[src/rtl/mem_access_stage.sv]
// rtl/mem_access_stage.sv - RV32 memory stage: req/ack data-memory access, store lane alignment, load extension, writeback register
module mem_access_stage #(
    parameter int TIMEOUT = 255
) (
    input  logic        clk,
    input  logic        rst,
    input  logic [31:0] alu_in,
    input  logic [4:0]  rd_addr_in,
    input  logic [31:0] rs2_data_in,
    input  logic        wr_en_in,
    input  logic        str_en_in,
    input  logic        load_en_in,
    input  logic        sb_en_in,
    input  logic        sh_en_in,
    input  logic        sw_en_in,
    input  logic        lb_en_in,
    input  logic        lh_en_in,
    input  logic        lw_en_in,
    input  logic        lbu_en_in,
    input  logic        lhu_en_in,
    output logic        dmem_req,
    output logic        dmem_we,
    output logic [31:0] dmem_addr,
    output logic [31:0] dmem_wdata,
    output logic [3:0]  dmem_be,
    input  logic        dmem_ack,
    input  logic [31:0] dmem_rdata,
    output logic        stall,
    output logic [31:0] wb_data_out,
    output logic [4:0]  rd_addr_out,
    output logic        wr_en_out,
    output logic        misalign_out,
    output logic        bus_err_out
);
    localparam int CW = $clog2(TIMEOUT + 1);

    typedef enum logic [1:0] {IDLE, BUSY, RESP} state_t;

    state_t        state;
    logic [CW-1:0] count;
    logic          is_store, is_load, mem_op, word_op, half_op, misaligned;
    logic [3:0]    be_n;
    logic [31:0]   wdata_n;
    logic          cap_load, cap_wr_en, cap_lw, cap_lh, cap_lhu, cap_lb;
    logic [1:0]    cap_lane;
    logic [4:0]    cap_rd;
    logic [7:0]    byte_sel;
    logic [15:0]   half_sel;
    logic [31:0]   load_fmt;

    // A store enable masks any load controls presented alongside it.
    always_comb begin
        is_store   = str_en_in & (sb_en_in | sh_en_in | sw_en_in);
        is_load    = !str_en_in & load_en_in & (lb_en_in | lh_en_in | lw_en_in | lbu_en_in | lhu_en_in);
        mem_op     = is_store | is_load;
        word_op    = is_store ? sw_en_in : lw_en_in;
        half_op    = is_store ? (!sw_en_in & sh_en_in) : (!lw_en_in & (lh_en_in | lhu_en_in));
        misaligned = (word_op & (alu_in[1:0] != 2'b00)) | (half_op & alu_in[0]);
        be_n       = 4'b0000;
        wdata_n    = rs2_data_in;
        if (is_store) begin
            if (sw_en_in) begin
                be_n = 4'b1111;
            end else if (sh_en_in) begin
                be_n    = alu_in[1] ? 4'b1100 : 4'b0011;
                wdata_n = {2{rs2_data_in[15:0]}};
            end else begin
                be_n    = 4'b0001 << alu_in[1:0];
                wdata_n = {4{rs2_data_in[7:0]}};
            end
        end
    end

    always_comb begin
        byte_sel = 8'(dmem_rdata >> {cap_lane, 3'b000});
        half_sel = cap_lane[1] ? dmem_rdata[31:16] : dmem_rdata[15:0];
        if (cap_lw)       load_fmt = dmem_rdata;
        else if (cap_lh)  load_fmt = {{16{half_sel[15]}}, half_sel};
        else if (cap_lhu) load_fmt = {16'h0000, half_sel};
        else if (cap_lb)  load_fmt = {{24{byte_sel[7]}}, byte_sel};
        else              load_fmt = {24'h000000, byte_sel};
    end

    assign stall = !rst & (((state == IDLE) & mem_op & !misaligned) | (state == BUSY));

    always_ff @(posedge clk or posedge rst) begin
        if (rst) begin
            state        <= IDLE;
            count        <= '0;
            dmem_req     <= 1'b0;
            dmem_we      <= 1'b0;
            dmem_addr    <= '0;
            dmem_wdata   <= '0;
            dmem_be      <= '0;
            wb_data_out  <= '0;
            rd_addr_out  <= '0;
            wr_en_out    <= 1'b0;
            misalign_out <= 1'b0;
            bus_err_out  <= 1'b0;
            cap_load     <= 1'b0;
            cap_wr_en    <= 1'b0;
            cap_lw       <= 1'b0;
            cap_lh       <= 1'b0;
            cap_lhu      <= 1'b0;
            cap_lb       <= 1'b0;
            cap_lane     <= '0;
            cap_rd       <= '0;
        end else begin
            misalign_out <= 1'b0;
            bus_err_out  <= 1'b0;
            case (state)
                IDLE: begin
                    if (!mem_op) begin
                        wb_data_out <= alu_in;
                        rd_addr_out <= rd_addr_in;
                        wr_en_out   <= wr_en_in;
                    end else if (misaligned) begin
                        misalign_out <= 1'b1;
                        wr_en_out    <= 1'b0;
                    end else begin
                        state      <= BUSY;
                        count      <= '0;
                        dmem_req   <= 1'b1;
                        dmem_we    <= is_store;
                        dmem_addr  <= {alu_in[31:2], 2'b00};
                        dmem_wdata <= wdata_n;
                        dmem_be    <= be_n;
                        wr_en_out  <= 1'b0;
                        cap_load   <= is_load;
                        cap_wr_en  <= wr_en_in;
                        cap_rd     <= rd_addr_in;
                        cap_lane   <= alu_in[1:0];
                        cap_lw     <= lw_en_in;
                        cap_lh     <= !lw_en_in & lh_en_in;
                        cap_lhu    <= !lw_en_in & !lh_en_in & lhu_en_in;
                        cap_lb     <= !lw_en_in & !lh_en_in & !lhu_en_in & lb_en_in;
                    end
                end
                BUSY: begin
                    if (dmem_ack) begin
                        state    <= RESP;
                        dmem_req <= 1'b0;
                        if (cap_load) begin
                            wb_data_out <= load_fmt;
                            rd_addr_out <= cap_rd;
                            wr_en_out   <= cap_wr_en;
                        end else begin
                            wr_en_out <= 1'b0;
                        end
                    end else if (count == CW'(TIMEOUT)) begin
                        state       <= RESP;
                        dmem_req    <= 1'b0;
                        bus_err_out <= 1'b1;
                        wr_en_out   <= 1'b0;
                    end else begin
                        count <= count + 1'b1;
                    end
                end
                RESP: begin
                    state     <= IDLE;
                    wr_en_out <= 1'b0;
                end
                default: state <= IDLE;
            endcase
        end
    end
endmodule

[config.mk]
export PLATFORM = sky130hd
export DESIGN_NAME = mem_access_stage
export DESIGN_NICKNAME = d
export VERILOG_FILES = /design/src/rtl/mem_access_stage.sv
export SDC_FILE = /design/constraint.sdc
export NUM_CORES = 1
export LEC_CHECK = 0
export CAP_MARGIN = 20
export CELL_PAD_IN_SITES_DETAIL_PLACEMENT = 1
export CELL_PAD_IN_SITES_GLOBAL_PLACEMENT = 1
export CORE_ASPECT_RATIO = 1.2
export CORE_MARGIN = 4
export CORE_UTILIZATION = 48
export CTS_CLUSTER_DIAMETER = 150
export CTS_CLUSTER_SIZE = 14
export DETAILED_ROUTE_END_ITERATION = 7
export DONT_BUFFER_PORTS = 1
export PLACE_DENSITY_LB_ADDON = 0.1
export SYNTH_ARGS = -nofsm -noshare
export SYNTH_HDL_FRONTEND = slang
export SYNTH_SLANG_ARGS = --single-unit
[constraint.sdc]
create_clock -name clk -period 5.75 [get_ports clk]
set_input_delay 1.15 -clock clk [delete_from_list [all_inputs] [get_ports clk]]
set_output_delay 1.15 -clock clk [all_outputs]
set_load 0.03 [all_outputs]
==> out/results.ini <==
[setup_path]
startpoint_type=flop
cp.required_ps=4600
cp-end-kind=output port
worstSetupPathType=flop to output port
critPathMaxFanout=52
cp.arrival_ps=2810

[clock_network]
root_buffer=clkbuf_16
cts_sinks=131
cts_hold_buffers=0
cts_max_level=4
cts_resized=0
max-clock-path-buffers=2
post_cts_buffers=0
numCtsBuffers=17
clkLatencyLatePin_ps=410
clkTransAtPathRegs_ps=60
cts_tree=done

[floorplan]
die_area_um2=15000
die_x_um=113
ios=226
initial_utilization=0.494
die_height_um=133
core_um2=12700
rows=45

[timing]
fin_tns_setup_ps=0
fin_skew_ps=10.0
rsz0062_at_grt=no
fmax_mhz=252
period_needed_ps=3960
setup_viol=0
holdWs_ps=474
fin_crit_sh=0.689
tightest_slew_ps=936
slew_headroom=0.374
drv_slew=0
hold_viol=0

[yosys]
netlist_instances=600
yosys_warnings=0
synth_top_family_by_area=compound AO/OA/AOI/OAI gates
synth_edf_count=0
synth_compound_area_frac=0.171
synth_top_area_frac=0.521
yosys-top-cells-count=131 x dfrtp_1, 87 x nand2_1, 52 x o21ai_0
ys_ff_latch=131
postSynthAreaPerCell_um2=10.5
netlist_area_um2=6290
ys_types=48
yosysMostFrequentCell=dfrtp_1
synth_top_area_cell=dfrtp_1
synthSimpleGateAreaFrac=0.121
synth-xor-area-share=0
synthMuxAreaShare=0.137
yosys.area_share.adder=0.00796
ys_top_cells_by_area=dfrtp_1 52%, mux2_2 6.1%, nand2_1 5.2%, mux2i_1 4.8%, o21ai_0 4.1%
synthFlopType=dfrtp_1
ys_seq_area_frac=0.521
async_reset_ff_frac=1.00

[cells_and_area]
drive_above_1_share=0.151
layout.nets=707
post-route-cell-area_um2=6940
area_delta_synth_final_pct=10.3
fill_cells=1372

[route]
route.detailed.wl_per_inst_um=23.7
drc=0
drt_pass1_iterations=4
drt_wl_total_mm=18.1
num_vias=4632
detail-route-antenna-nets=0
viasPerCell=6.05
drt_iter0_drc=242

[grt]
antenna_found_initial=1
grt_first_pass_wirelength_mm=28.7
grt.total_usage=0.244
grt_max_degree=74
grt_pass1_vias=5091
overflow=0

[placement]
io_buffers=0
place_area_um2=6350
globalplace.congestion=0.817
place_hpwl_mm=13.4

[power]
ir_drop_uv=270
power.density_nw_per_um2=687
leakage_nw=2.97

[run]
cap_violations=0

[worst_hold_path]
hp-class=flop to flop

[status]
outcome=complete, no violations

-- state kept, by name (all words and copies together) (netlist names), 2 cells and up --
| signal | count |
|---|---|
| count | 8 |
| dmem_be | 4 |
| state | 2 |
| cap_lane | 2 |
| wb_data_out | 32 |
| dmem_wdata | 32 |
| dmem_addr | 30 |
| cap_rd | 5 |
| rd_addr_out | 5 |
-- report_power, final --
part	internal, mW	total, mW	switching, mW	leakage [nW]
Clock	0.690	1.08	0.386	0.292
Sequential	1.35	2.48	1.12	1.60
Combinational	0.509	1.22	0.707	1.08
Total	2.55	4.77	2.22	2.97
-- cells by family (layout without fill, tap and decap cells) --
group | Yosys count | count (layout)
buffers and inverters | 47 | 47
DFF | 131 | 131
muxes | 79 | 79
and+or+nand+nor | 174 | 174
adders and majority gates | 4 | 4
other | 1 | 3
AOI/OAI and AO/OA | 164 | 164
-- path summary, 6_finish.rpt --
| check | depth (start not counted) | start | slack [ps] | endpoint |
|---|---|---|---|---|
| setup / recovery | 5 | state[1]$_DFFE_PP0P_ | 1790 | stall |
| hold / removal | 2 | cap_load$_DFFE_PP0P_ | 470 | cap_load$_DFFE_PP0P_ |
| setup reg to reg | 7 | state[1]$_DFFE_PP0P_ | 2510 | wb_data_out[20]$_DFFE_PP0P_ |
| hold reg to reg | 2 | cap_load$_DFFE_PP0P_ | 470 | cap_load$_DFFE_PP0P_ |
| max in group asynchronous | 2 | rst | 3790 | count[1]$_DFFE_PP0P_ |
| min in group asynchronous | 1 | rst | 690 | dmem_be[1]$_DFFE_PP0P_ |
-- through the flow --
step | power [mW] | utilization | setup WS, ps | std cells
after global routing | 5.06 | 0.545 | 1600 | 766
after detailed placement | 3.73 | 0.499 | 1870 | 733
after CTS | 4.82 | 0.545 | 1750 | 765
after floorplan | 3.38 | - | 1100 | 601
after global placement | 3.63 | 0.499 | 1940 | 733
final | 4.77 | 0.545 | 1790 | 766
-- critical path: stages, from the launching register on --
cell and delay (ps):
dfrtp_1 390, inv_1 100, ha_2 160, buf_4 490, clkinv_1 550, a21oi_1 690
-- layout make-up --
type | count | area, um2 | share of cell area
inverter | 8 | 35.0 | 0.00505
antenna | 1 | 2.50 | 0.000361
timing repair buffer | 7 | 52.6 | 0.00757
sequential | 131 | 3280 | 0.472
clock buffer | 22 | 454 | 0.0654
tap | 164 | 205 | 0.0296
clock inverter | 10 | 133 | 0.0191
multi-input combinational | 423 | 2780 | 0.401
-- metal layers --
metal | vias to the layer above | global-route usage | part of all wire
met3 | 33 | 0.0900 | 0.088
met5 | - | 0 | 0
met1 | 2297 | 0.272 | 0.37
li1 | 2124 | - | -
met4 | 0 | 0.0975 | 0.026
met2 | 178 | 0.420 | 0.51
-- placed cells by master, fill, tap and decap left out, drive strengths merged, types with 2 or more instances in the layout --
cell type | Yosys | final
a21oi | 30 | 30
a31oi | 6 | 6
and3 | 3 | 3
buf | 22 | 7
bufinv | 0 | 3
clkbuf | 17 | 22
clkinv | 1 | 8
conb | 1 | 2
dfrtp | 131 | 131
ha | 4 | 4
inv | 7 | 7
mux2 | 48 | 48
mux2i | 30 | 30
nand2 | 87 | 87
nand2b | 6 | 6
nand3 | 21 | 21
nand4 | 2 | 2
nor2 | 38 | 38
nor2b | 7 | 7
nor3 | 3 | 3
nor3b | 2 | 2
o21ai | 53 | 53
o221ai | 8 | 8
o22ai | 24 | 24
o31ai | 31 | 31
or2 | 2 | 2
or3 | 3 | 3
No activity file was read; power rests on OpenSTA's default activity.
